===== src/rtl/ahb_resp_mux.sv =====
// AHB-Lite response multiplexer: registers the decoder's slave selects during
// the address phase and steers the selected slave's HRDATA/HREADY/HRESP back to
// the master in the data phase. Unmapped NONSEQ/SEQ transfers are answered by a
// built-in default slave with the two-cycle ERROR response.
module ahb_resp_mux #(
    parameter int unsigned                DATA_WIDTH    = 32,
    parameter logic [DATA_WIDTH-1:0]      DEFAULT_RDATA = '0
) (
    input  logic                  HCLK,
    input  logic                  HRESETn,
    input  logic                  HSEL_G,
    input  logic                  HSEL_T,
    input  logic                  HSEL_R,
    input  logic [1:0]            HTRANS,
    input  logic [DATA_WIDTH-1:0] HRDATA_G,
    input  logic [DATA_WIDTH-1:0] HRDATA_T,
    input  logic [DATA_WIDTH-1:0] HRDATA_R,
    input  logic                  HREADYOUT_G,
    input  logic                  HREADYOUT_T,
    input  logic                  HREADYOUT_R,
    input  logic                  HRESP_G,
    input  logic                  HRESP_T,
    input  logic                  HRESP_R,
    output logic [DATA_WIDTH-1:0] HRDATA,
    output logic                  HREADY,
    output logic                  HRESP
);

    typedef enum logic [2:0] {
        SEL_NONE,
        SEL_G,
        SEL_T,
        SEL_R,
        SEL_DEF
    } dsel_t;

    typedef enum logic [1:0] {
        DS_IDLE,
        DS_ERR1,
        DS_ERR2
    } ds_t;

    dsel_t addr_sel;
    dsel_t dsel;
    ds_t   ds_state;
    ds_t   ds_next;
    logic  def_ready;
    logic  def_resp;

    // Address-phase decode of the selects; G > T > R when more than one is high.
    always_comb begin
        addr_sel = SEL_NONE;
        if (HSEL_G) begin
            addr_sel = SEL_G;
        end else if (HSEL_T) begin
            addr_sel = SEL_T;
        end else if (HSEL_R) begin
            addr_sel = SEL_R;
        end else if (HTRANS[1]) begin
            addr_sel = SEL_DEF;
        end
    end

    // Data-phase owner register; holds while the current data phase is stalled.
    always_ff @(posedge HCLK or negedge HRESETn) begin
        if (!HRESETn) begin
            dsel <= SEL_NONE;
        end else if (HREADY) begin
            dsel <= addr_sel;
        end
    end

    // Default-slave state register.
    always_ff @(posedge HCLK or negedge HRESETn) begin
        if (!HRESETn) begin
            ds_state <= DS_IDLE;
        end else begin
            ds_state <= ds_next;
        end
    end

    // Default-slave next state: ERR1 always advances, ERR2 re-enters ERR1 on a
    // back-to-back unmapped capture.
    always_comb begin
        ds_next = ds_state;
        case (ds_state)
            DS_IDLE: begin
                if (HREADY && (addr_sel == SEL_DEF)) begin
                    ds_next = DS_ERR1;
                end
            end
            DS_ERR1: begin
                ds_next = DS_ERR2;
            end
            DS_ERR2: begin
                if (HREADY && (addr_sel == SEL_DEF)) begin
                    ds_next = DS_ERR1;
                end else begin
                    ds_next = DS_IDLE;
                end
            end
            default: begin
                ds_next = DS_IDLE;
            end
        endcase
    end

    // Default-slave response outputs, decoded from state only so they never
    // depend on HREADY (which they feed).
    always_comb begin
        def_ready = 1'b1;
        def_resp  = 1'b0;
        case (ds_state)
            DS_ERR1: begin
                def_ready = 1'b0;
                def_resp  = 1'b1;
            end
            DS_ERR2: begin
                def_ready = 1'b1;
                def_resp  = 1'b1;
            end
            default: begin
                def_ready = 1'b1;
                def_resp  = 1'b0;
            end
        endcase
    end

    // Data-phase response mux driven by the registered owner.
    always_comb begin
        HRDATA = DEFAULT_RDATA;
        HREADY = 1'b1;
        HRESP  = 1'b0;
        case (dsel)
            SEL_G: begin
                HRDATA = HRDATA_G;
                HREADY = HREADYOUT_G;
                HRESP  = HRESP_G;
            end
            SEL_T: begin
                HRDATA = HRDATA_T;
                HREADY = HREADYOUT_T;
                HRESP  = HRESP_T;
            end
            SEL_R: begin
                HRDATA = HRDATA_R;
                HREADY = HREADYOUT_R;
                HRESP  = HRESP_R;
            end
            SEL_DEF: begin
                HREADY = def_ready;
                HRESP  = def_resp;
            end
            default: begin
                HRDATA = DEFAULT_RDATA;
                HREADY = 1'b1;
                HRESP  = 1'b0;
            end
        endcase
    end

endmodule


===== config.mk =====
export PLATFORM = sky130hd
export DESIGN_NAME = ahb_resp_mux
export DESIGN_NICKNAME = d
export VERILOG_FILES = /design/src/rtl/ahb_resp_mux.sv
export SDC_FILE = /design/constraint.sdc
export NUM_CORES = 1
export LEC_CHECK = 0
export ABC_CLOCK_PERIOD_IN_PS = 3000
export CORE_ASPECT_RATIO = 0.9
export CORE_MARGIN = 5
export CORE_UTILIZATION = 30
export DETAILED_ROUTE_END_ITERATION = 8
export PLACE_DENSITY = 0.93
export SLEW_MARGIN = 30
export SYNTH_ARGS = -nofsm -noshare
export SYNTH_HDL_FRONTEND = slang
export SYNTH_SLANG_ARGS = --single-unit
export TNS_END_PERCENT = 20

===== constraint.sdc =====
create_clock -name HCLK -period 3 [get_ports HCLK]
set_input_delay 0.6 -clock HCLK [delete_from_list [all_inputs] [get_ports HCLK]]
set_output_delay 0.6 -clock HCLK [all_outputs]
set_load 0.05 [all_outputs]

After elaboration in Yosys (flattened, before gate mapping)
Index checks and enable logic that the tools add are counted.
{"block": "word_totals", "register_bits": 5, "input_bits": 109, "output_inout_bits": 34, "elab_cells": 25}
{"block": "op_classes", "eq_ne": 8, "mux": 12, "reduce_logical": 3}
{"cell": "one-hot mux 32 bit (3 select lines)", "count": 1}
{"cell": "two-way mux 3 bit", "count": 4}
{"cell": "one-hot mux 1 bit (4 select lines)", "count": 2}
{"cell": "equality test 3 x 2 -> 1 bit, second input constant", "count": 2}
{"cell": "equality test 3 bit, second input constant", "count": 2}
{"cell": "one-hot mux 2 bit (3 select lines)", "count": 1}
{"cell": "equality test 3 x 1 -> 1 bit, second input constant", "count": 1}
{"cell": "two-way mux 1 bit", "count": 3}
{"cell": "equality test 2 x 1 -> 1 bit, second input constant", "count": 1}
{"cell": "equality test 2 bit, second input constant", "count": 1}
{"cell": "logical NOT 2 bit", "count": 1}
{"cell": "two-way mux 2 bit", "count": 1}
{"cell": "!= test 2 bit, second input constant", "count": 1}
{"cell": "OR reduction 2 bit", "count": 1}
{"cell": "logical AND 1 bit", "count": 1}

Logic depth before layout (Yosys ltp)
{"block": "logic_depth", "depth_word": 8, "ltp_mapped": 6, "depth_no_buf": 6}

Worst setup path after synthesis
No wires, ideal clock.
{"block": "synth_timing", "kind": "reg2out", "start": "reg ds_state[1]", "end": "out HRESP", "arrival_ns": 1.990, "required_time_ns": 2.400, "setup_slack_ns": 0.410, "stages_incl_launch_ff": 6, "path_buffers": 0, "path_cell_list": "dfrtp_1 inv_1 ha_1 and3b_1 a21oi_1 o21ai_0"}
{"block": "synth_between", "elab_chain_cells": 4, "elab_cells_between_ends": 5, "classes_between": "eq/ne: 2; mux: 2; reduce/logical: 1"}
{"element": "start: declaration", "line": "45", "rtl": "ds_t ds_state;"}
{"element": "start signal: assignment", "line": "78", "rtl": "ds_state <= ds_next;"}
{"element": "equality test 2 bit / equality test 2 x 1 -> 1 bit (equally long branches)", "line": "113", "rtl": "case (ds_state)"}
{"element": "OR reduction 2 bit (no line) (*)"}
{"element": "two-way mux 1 bit (*)", "line": "113"}
{"element": "one-hot mux 1 bit (4 select lines) (*)", "line": "134", "rtl": "case (dsel)"}
{"element": "end: declaration", "line": "26", "rtl": "output logic HRESP"}
Mark *: on every way between the ends. The rest lies on a longest branch, timed or not.

Worst setup path after layout
{"block": "layout_timing", "start": "reg dsel[2]", "end": "out HREADY"}
{"block": "layout_between", "elab_chain_cells": 2, "elab_cells_between_ends": 5, "classes_between": "eq/ne: 4; mux: 1"}
{"element": "start: declaration", "line": "44", "rtl": "dsel_t dsel;"}
{"element": "start signal: assignment", "line": "69", "rtl": "dsel <= addr_sel;"}
{"element": "equality test 3 bit, or another cell as far along", "line": "134"}
{"element": "one-hot mux 1 bit (4 select lines) (*)", "line": "134"}
{"element": "end: declaration", "line": "25", "rtl": "output logic HREADY,"}
Marks and branches as above.

==> qor.json <==
{
  "status": "completed",
  "numCtsBuffers": 3,
  "cp_data_arrival_time_ns": 2.01,
  "routed_wirelength_um": 6010,
  "slew_viol_final": 0,
  "gr-total-overflow": 0,
  "globalplace.congestion": 0.7856,
  "critPathCaptureType": "output port",
  "cts.root.buffer_cell": "sky130_fd_sc_hd__clkbuf_8",
  "share_clk_of_total_power": 0.037,
  "mappedNetlistArea_um2": 1269,
  "numClockSinks": 5,
  "synth-seq-cells": 5,
  "powerDensity_nw_per_um2": 1125,
  "postCtsResizedCells": 0,
  "synth_sequential_area_ratio": 0.09862,
  "insertedDiodeCount": 0,
  "fin_tns_setup_ns": 0,
  "floorplan.core_area_um2": 4074,
  "port_buffers": 141,
  "clkLatencyLatePin_ns": 0.22,
  "synth.distinct_cells": 31,
  "finalHoldViolCount": 0,
  "yosys_warnings": 0,
  "switching_portion_of_total_power": 0.5478,
  "worst_pin_slew_ns": 0.7676,
  "max-clock-path-buffers": 2,
  "drt_antenna_net_count": 0,
  "power.static_leakage_nw": 1.302,
  "synth_top_cell_area_share": 0.2761,
  "cap_viol_max_count": 0,
  "critPathLaunchType": "flop",
  "final.fill_count": 334,
  "routed_wire_length_per_instance_um": 16.20,
  "synth_area_leaders": "sky130_fd_sc_hd__mux2i_1, sky130_fd_sc_hd__nor2_1, sky130_fd_sc_hd__a21oi_1",
  "start_util": 0.3114,
  "clock-skew-final_ns": 0.001422,
  "clock_tree_from_tritoncts": "yes",
  "synth_area_per_cell_um2": 6.748,
  "fp.dieW_um": 78.55,
  "power.combinational.fraction": 0.920,
  "die_y_um": 71.70,
  "synth_top_cell_by_area": "sky130_fd_sc_hd__mux2i_1",
  "starting_drc_count_in_detailed_routing": 67,
  "vias_per_cell": 5.073,
  "pin_count_of_the_biggest_net_entering_global_routing": 37,
  "synth.net_count": 302,
  "layout_min_cycle_time_ns": 2.609,
  "dpl.hpwl_um": 4947,
  "worst-setup-path-type": "flop to output port",
  "nNetsFinal": 438,
  "hold_path_class": "primary input to asynchronous set/reset pin",
  "final_layout_size_suffix_gt1_frac": 0.1641,
  "max_freq_mhz": 383.2,
  "clkTransAtPathRegs_ns": 0.04,
  "final_min_period_over_clock_period": 0.8698,
  "grt_antenna_before_repair": 0,
  "overall_via_count_from_detail_route": 1882,
  "number_of_hold_buffers_added_after_cts": 0,
  "drt_first_pass_iters": 5,
  "r2r-start": "dsel[2]",
  "finish.utilization": 0.7343,
  "data_required_time_of_the_critical_path_ns": 2.40,
  "num_rows": 22,
  "worst_slew_margin_rel": 0.4882,
  "boundaryPins": 143,
  "launch_point_of_the_critical_path": "dsel[2]",
  "setup_repair_after_global_routing_missed_its_margin": "false",
  "syn_inst": 188,
  "cts.htree.levels": 1,
  "switching_power_mw": 1.843,
  "vdd_drop_max_mv": 0.7541,
  "floorplan_die_area_um2": 5632,
  "final-setup-viol-count": 0,
  "first_global_vias": 1888,
  "cts_setup_buffers": 0,
  "cp_max_fo": 22,
  "grt_pass1_wl_um": 8942,
  "power.share.sequential": 0.043,
  "post-route-drc-count": 0,
  "internal_power_mw": 1.521,
  "overall_global_routing_resource_usage": 0.1985,
  "area_growth_pct": 135.8
}
-- worst max-delay path, stage by stage (launching register included) --
cell,delay [ns]
sky130_fd_sc_hd__dfrtp_1,0.83
sky130_fd_sc_hd__nor2b_2,0.16
sky130_fd_sc_hd__a221o_2,0.49
sky130_fd_sc_hd__nand2_2,0.15
sky130_fd_sc_hd__buf_12,0.16
-- power groups by stage --
stage | clock network [mW] | logic (mW) | registers (mW)
after CTS | 0.127 | 3.11 | 0.144
after global routing | 0.129 | 3.24 | 0.150
after detailed placement | 0 | 3.10 | 0.145
after global placement | 0 | 3.04 | 0.141
final | 0.126 | 3.09 | 0.145
after floorplan | 0 | 1.79 | 0.125
-- worst paths after layout --
| path | endpoint | slack (ns) | cells after the start |
|---|---|---|---|
| setup / recovery | HREADY | 0.39 | 4 |
| hold / removal | dsel[0] | 0.61 | 1 |
| setup reg to reg | dsel[1] | 0.93 | 4 |
| hold reg to reg | ds_state[0] | 0.61 | 2 |
| max in group asynchronous | dsel[1] | 2.17 | 1 |
| min in group HCLK | ds_state[0] | 0.61 | 2 |
-- cell type report --
class	count	area (µm²)	share of cell area
Clock buffer	4	45.04	0.01506
Inverter	5	18.77	0.006274
Multi-Input combinational cell	163	1040	0.3476
Sequential cell	5	126.4	0.04224
Tap cell	48	60.06	0.02008
Timing Repair Buffer	146	1702	0.5688
-- cells by family (layout without fill, tap and decap cells) --
logic type	after synthesis	after routing	share of synthesized area
simple gates	79	79	0.2732
fa+ha+maj	5	5	0.04931
flops	5	5	0.09862
buf+inv	20	155	0.08382
xor+xnor	1	1	0.006905
mux	36	36	0.2880
compound gates	42	42	0.2002
-- flip-flops by register name (all words and copies together), names as in the netlist --
| signal | cells |
|---|---|
| dsel | 3 |
| ds_state | 2 |
-- through the flow --
step                instances  hold slack, ns  instance area (µm²)  worst slack, ns  power (mW)
floorplan                 188          0.3044                 1269           0.4101       1.917
global placement          367          0.5797                 2947           0.6054       3.180
detailed placement        367          0.6050                 2947           0.5416       3.246
CTS                       371          0.6112                 2992           0.4049       3.384
global route              371          0.6243                 2992           0.3469       3.515
finish                    371          0.6080                 2992           0.3907       3.364
-- cell usage after synthesis --
cell type                   n
sky130_fd_sc_hd__nor2_1    66
sky130_fd_sc_hd__nand2_1    3
sky130_fd_sc_hd__inv_2      1
sky130_fd_sc_hd__ha_1       5
sky130_fd_sc_hd__o221a_1    1
sky130_fd_sc_hd__o211ai_1   1
sky130_fd_sc_hd__mux2i_1   35
sky130_fd_sc_hd__a31o_1     1
sky130_fd_sc_hd__inv_1      4
sky130_fd_sc_hd__nor4b_1    1
sky130_fd_sc_hd__nor2b_2    1
sky130_fd_sc_hd__dfrtp_1    5
sky130_fd_sc_hd__xor2_1     1
sky130_fd_sc_hd__a221o_2    1
sky130_fd_sc_hd__or3_1      1
sky130_fd_sc_hd__nand2b_1   1
sky130_fd_sc_hd__nand2_2    1
sky130_fd_sc_hd__mux2_4     1
sky130_fd_sc_hd__nand4_1    1
sky130_fd_sc_hd__nor2b_1    1
sky130_fd_sc_hd__o21bai_1   1
sky130_fd_sc_hd__buf_6      2
sky130_fd_sc_hd__a21boi_2   1
sky130_fd_sc_hd__nor4b_2    2
sky130_fd_sc_hd__a31oi_4    1
sky130_fd_sc_hd__and3b_1    1
sky130_fd_sc_hd__a21oi_1   34
sky130_fd_sc_hd__buf_4      3
sky130_fd_sc_hd__o21ai_0    1
sky130_fd_sc_hd__buf_2      4
sky130_fd_sc_hd__clkbuf_1   6
-- placed cells by master (no fill, tap or decap), drive strengths merged, types with 2 or more instances in the layout --
cell type      count
nor2              66
nor2b              2
a21oi             34
ha                 5
clkdlybuf4s50    107
inv                5
nand2              4
buf               39
dfrtp              5
nor4b              3
mux2i             35
clkbuf             4
-- metal layers --
metal,GRT usage,part of all wire,vias to the layer above
met2,0.4015,0.53,101
met3,0.04899,0.090,11
li1,-,-,913
met1,0.1991,0.36,857
met5,0,0,-
met4,0.05243,0.014,0
(Power assumes the default switching activity.)
